## src/rtl/adder_tree_feeder.sv

```systemverilog
// Serial-to-parallel operand feeder for the 8-input adder tree: packs a word stream into zero-padded frames.
// Optional macro ADDER_TREE_FEEDER_BACK_TO_BACK_EN lets the next frame start filling in the cycle its predecessor is taken.

module adder_tree_feeder_lane #(
    parameter int W = 14
) (
    input  logic         clk,
    input  logic         rst,
    input  logic         wr_en,
    input  logic         clr_en,
    input  logic [W-1:0] din,
    output logic [W-1:0] q
);
    always_ff @(posedge clk) begin
        if (rst)         q <= '0;
        else if (wr_en)  q <= din;
        else if (clr_en) q <= '0;
    end
endmodule

module adder_tree_feeder #(
    parameter int ADDER_WIDTH  = 14,
    parameter int NUM_OPERANDS = 8
) (
    input  logic                                clk,
    input  logic                                rst,
    input  logic [ADDER_WIDTH-1:0]              in_data,
    input  logic                                in_valid,
    input  logic                                in_last,
    output logic                                in_ready,
    output logic [NUM_OPERANDS*ADDER_WIDTH-1:0] out_ops,
    output logic [$clog2(NUM_OPERANDS):0]       out_count,
    output logic                                out_valid,
    input  logic                                out_ready,
    output logic [15:0]                         frames_done
);
    localparam int IW = $clog2(NUM_OPERANDS);
    localparam int CW = IW + 1;

    typedef enum logic {FILL, HOLD} state_t;

    state_t                                     state, state_nx;
    logic [IW-1:0]                              idx, idx_nx, wr_idx;
    logic [CW-1:0]                              count_nx;
    logic                                       accept, take, close;
    logic [NUM_OPERANDS-1:0][ADDER_WIDTH-1:0]   lanes;

`ifdef ADDER_TREE_FEEDER_BACK_TO_BACK_EN
    assign in_ready = !rst && ((state == FILL) || out_ready);
`else
    assign in_ready = !rst && (state == FILL);
`endif

    assign accept = in_valid && in_ready;
    assign take   = out_valid && out_ready;
    // A word accepted in HOLD can only be the first word of the next frame.
    assign wr_idx = (state == FILL) ? idx : '0;
    assign close  = accept && (in_last || (wr_idx == IW'(NUM_OPERANDS-1)));

    always_comb begin
        state_nx = state;
        idx_nx   = idx;
        count_nx = out_count;
        if (state == FILL || take) begin
            if (close) begin
                state_nx = HOLD;
                idx_nx   = '0;
                count_nx = CW'(wr_idx) + CW'(1);
            end else if (accept) begin
                state_nx = FILL;
                idx_nx   = wr_idx + IW'(1);
            end else begin
                state_nx = FILL;
            end
        end
    end

    always_ff @(posedge clk) begin
        if (rst) begin
            state       <= FILL;
            idx         <= '0;
            out_count   <= '0;
            out_valid   <= 1'b0;
            frames_done <= '0;
        end else begin
            state     <= state_nx;
            idx       <= idx_nx;
            out_count <= count_nx;
            out_valid <= (state_nx == HOLD);
            if (take) frames_done <= frames_done + 16'd1;
        end
    end

    // Lanes above the closing word are cleared so short frames sum correctly.
    for (genvar k = 0; k < NUM_OPERANDS; k++) begin : g_lane
        adder_tree_feeder_lane #(.W(ADDER_WIDTH)) u_lane (
            .clk    (clk),
            .rst    (rst),
            .wr_en  (accept && (wr_idx == IW'(k))),
            .clr_en (close && (IW'(k) > wr_idx)),
            .din    (in_data),
            .q      (lanes[k])
        );
    end

    assign out_ops = lanes;
endmodule
```

## config.mk

```make
export PLATFORM = sky130hd
export DESIGN_NAME = adder_tree_feeder
export DESIGN_NICKNAME = d
export VERILOG_FILES = /design/src/rtl/adder_tree_feeder.sv
export SDC_FILE = /design/constraint.sdc
export NUM_CORES = 1
export LEC_CHECK = 0
export ABC_CLOCK_PERIOD_IN_PS = 2510
export CORE_ASPECT_RATIO = 2
export CORE_MARGIN = 2
export CORE_UTILIZATION = 45
export DETAILED_ROUTE_END_ITERATION = 8
export GPL_ROUTABILITY_DRIVEN = 0
export GPL_TIMING_DRIVEN = 0
export PLACE_DENSITY = 0.78
export SETUP_SLACK_MARGIN = 0.1
export SYNTH_ARGS = -nofsm -noshare
export SYNTH_HDL_FRONTEND = slang
export SYNTH_SLANG_ARGS = --single-unit
```

## constraint.sdc

```tcl
create_clock -name clk -period 2.51 [get_ports clk]
set_input_delay 0.3765 -clock clk [delete_from_list [all_inputs] [get_ports clk]]
set_output_delay 0.3765 -clock clk [all_outputs]
set_load 0.01 [all_outputs]
```

==> impl_metrics.csv <==
group,metric,value,unit
clock_tree,tritoncts,"yes",
synth,netlist_instances,486,
sta,hold_violations,0,
clock_tree,cts_made_buffers,17,
sta,tightest_slew,0.612,ns
global_route,grt-ovfl-total,0,
sta,max_freq,0.423,GHz
placed_design,dp_hpwl,11400,um
floorplanning,die_w,77.4,um
synth,synth.avg_cell_area,9.98,um2
floorplanning,row_count,53,
placed_design,dp_slack,-1.11,ns
sta,min_period,2.36,ns
setup_path,crit_arrival,1.99,ns
pwr,vdd_ir_drop_max,572,uV
floorplanning,start_util,46.3,%
pwr,p_seq_share,44.5,%
final_layout,syn2layout_area_growth,47.2,%
clock_tree,post-cts-setup-buffer-count,0,
placed_design,placed_cells,773,
pwr,intPower,3.83,mW
global_route,grt_pass1_vias,4550,
final_layout,drive_above_1_share,7.66,%
sta,setup_viol,0,
placed_design,place_area,0.00653,mm2
synth,synth_area,0.00485,mm2
clock_tree,worstSkewPairLatency,0.42,ns
sta,slew_headroom,58.9,%
final_layout,num_antenna_cells,0,
sta,rsz0062_at_grt,"no",
synth,synth-async-reset-ratio,0,%
synth,synth_flop_cell,"dfxtp_1",
setup_path,end_kind,"primary output",
pwr,power.switching_fraction,22.5,%
pwr,clkPwrFrac,49.8,%
setup_path,critical_path_class,"in2out",
drt,drtAntennaViolNets,0,
placed_design,portBuffers,150,
final_layout,final.fill_count,868,
setup_path,start_kind,"primary input",
synth,synth_warnings,0,
global_route,grt_antenna_before_repair,0,
hold_path,min_path_type,"reg2reg",
clock_tree,clock-root-buffer,"clkbuf_16",
global_route,grt_pass1_wl,23500,um
pwr,p_leak,2.58,nW
sta,worst_slack,0.148,ns
floorplanning,die_h,151,um
clock_tree,clk_pin_slew,0.06,ns
setup_path,path_max_fanout,28,
floorplanning,io_pins,153,
setup_path,crit_required,2.13,ns
drt,drtIter0Drc,333,
floorplanning,core_area,0.0105,mm2
final_layout,finalInstanceArea,0.00714,mm2
run,maxCapViolations,0,
clock_tree,clock-sinks,136,
final_layout,fin_nets,674,
synth,synth-edff-count,0,
synth,netlist-cell-type-count,36,
synth,synth_nets,507,
clock_tree,htree_num_levels,4,
final_layout,final_cells,803,
floorplanning,die-area,0.0117,mm2
sta,finalMaxSlewViolations,0,
clock_tree,clockBufferDepth,2,
global_route,grt_max_degree,29,
drt,dr.pass1.iters,5,
pwr,combPwrFrac,5.7,%
drt,drt_wl_total,15300,um
pwr,p_switching,1.11,mW
synth,seq_area_frac_synth,56.1,%
sta,clock_skew,0.00848,ns
run_status,status,"finished clean",
drt,vias,4470,
synth,yosys_register_bits,136,
drt,post-route-drc-count,0,
drt,wl_per_cell,19.0,um
drt,vias_per_cell,5.57,
pwr,power_density,691,mW/mm2
sta,finalCritPeriodShare,94.1,%
global_route,track_usage,26.3,%
==> cells in the mapped netlist, types with 2 or more instances <==
library cell  count  share of area, %
dfxtp_1         136                56
nor2_1           84               6.5
a22oi_1          56               8.7
a22o_1           53               9.6
clkbuf_1         28               2.2
nor2b_1          16               2.1
nand2_1          14               1.1
a21oi_1          13               1.3
xnor2_1           9               1.6
nor3_1            7              0.72
inv_1             6              0.46
nand2b_1          6              0.77
nand3_1           6              0.62
buf_1             4              0.31
nand4_1           4              0.52
a31o_2            3              0.54
a32o_1            3              0.62
and2_1            3              0.39
and3_1            3              0.39
buf_2             3              0.31
mux2_2            3              0.70
nor4_1            3              0.39
o21ai_0           3              0.31
or3_1             3              0.39
xor2_1            3              0.54
ha_1              2              0.52
mux2i_1           2              0.41
nor3b_1           2              0.31
==> metal layers <==
layer / vias to the layer above / routed length, um / global-route usage, %
li1: 2087 / - / -
met5: - / 0 / 0
met1: 2168 / 5400 / 25.7
met2: 170 / 8440 / 49.8
met3: 45 / 719 / 6.26
met4: 0 / 718 / 14.6
==> state kept, by name, summed over array words and instances, names as in the netlist <==
signal           flops
idx                  3
g_lane.u_lane.q    112
frames_done         16
out_count            4
state                1
==> layout make-up <==
class / count / area (um2) / share of cell area (%)
Buffer: 34 / 170 / 2.38
Clock buffer: 21 / 470 / 6.59
Clock inverter: 11 / 123 / 1.72
Inverter: 6 / 22.5 / 0.315
Multi-Input combinational cell: 308 / 1960 / 27.4
Sequential cell: 136 / 2720 / 38.1
Tap cell: 137 / 171 / 2.40
Timing Repair Buffer: 150 / 1500 / 21.0
==> path summary, 6_finish.rpt <==
check                                      from                            endpoint  slack [ns]  cells past startpoint
min          g_lane[7].u_lane.q[2]$_SDFFE_PP0P_  g_lane[7].u_lane.q[2]$_SDFFE_PP0P_        0.48                      1
max                                         rst                            in_ready        0.15                      5
max reg2reg                 idx[2]$_SDFFE_PP0P_  g_lane[3].u_lane.q[8]$_SDFFE_PP0P_        0.27                      6
min reg2reg  g_lane[7].u_lane.q[2]$_SDFFE_PP0P_  g_lane[7].u_lane.q[2]$_SDFFE_PP0P_        0.48                      1
==> power groups by stage <==
stage          Clock (mW)  Sequential [mW]  Combinational (mW)
2_1_floorplan           0             2.25               0.129
3_3_place_gp            0             2.24               0.270
3_5_place_dp            0             2.24               0.275
4_1_cts              2.48             2.19               0.279
5_1_grt              2.59             2.20               0.303
6_report             2.46             2.19               0.283
==> timing repair <==
| action | 4_1_cts | 5_1_grt |
|---|---|---|
| gates resized for setup | 6 | 13 |
| hold buffers | 0 | 0 |
| endpoints found under the setup margin | 21 | 21 |
==> cell families (layout without fill, tap and decap cells) <==
kind of cell	after synthesis	in the layout	share of synthesized area, %
xor gates and xnor gates	12	12	2.17
DFF	136	136	56.1
adders and majority gates	2	2	0.516
buffers and inverters	42	222	3.48
muxes	5	5	1.11
and+or+nand+nor	156	156	15.3
AOI/OAI and AO/OA	133	133	21.3
==> through the flow <==
step	TNS (ns)	power [mW]	utilization, %	hold WS [ns]
after floorplan	0	2.37	-	0.476
final	0	4.94	68.2	0.477
after CTS	0	4.95	68.1	0.475
after global routing	0	5.09	68.2	0.489
after global placement	-8.51	2.51	62.3	0.457
after detailed placement	-9.12	2.52	62.3	0.459
==> worst max-delay path: stages <==
cell,delay [ns]
clkdlybuf4s50_1,0.53
buf_4,0.23
clkbuf_16,0.20
nor2_1,0.09
clkdlybuf4s50_1,0.54
==> placed cells by master, fill, tap and decap left out, types with 7 or more instances in the layout <==
| cell | synthesis | final |
|---|---|---|
| clkdlybuf4s50_1 | 0 | 150 |
| clkbuf_1 | 28 | 21 |
| nor2_1 | 84 | 84 |
| a22o_1 | 53 | 53 |
| dfxtp_1 | 136 | 135 |
| a21oi_1 | 13 | 13 |
| a22oi_1 | 56 | 56 |
| nor3_1 | 7 | 7 |
| clkbuf_16 | 0 | 18 |
| nand2_1 | 14 | 14 |
| nor2b_1 | 16 | 16 |
| xnor2_1 | 9 | 9 |
Power figures use the tool's default switching activity.
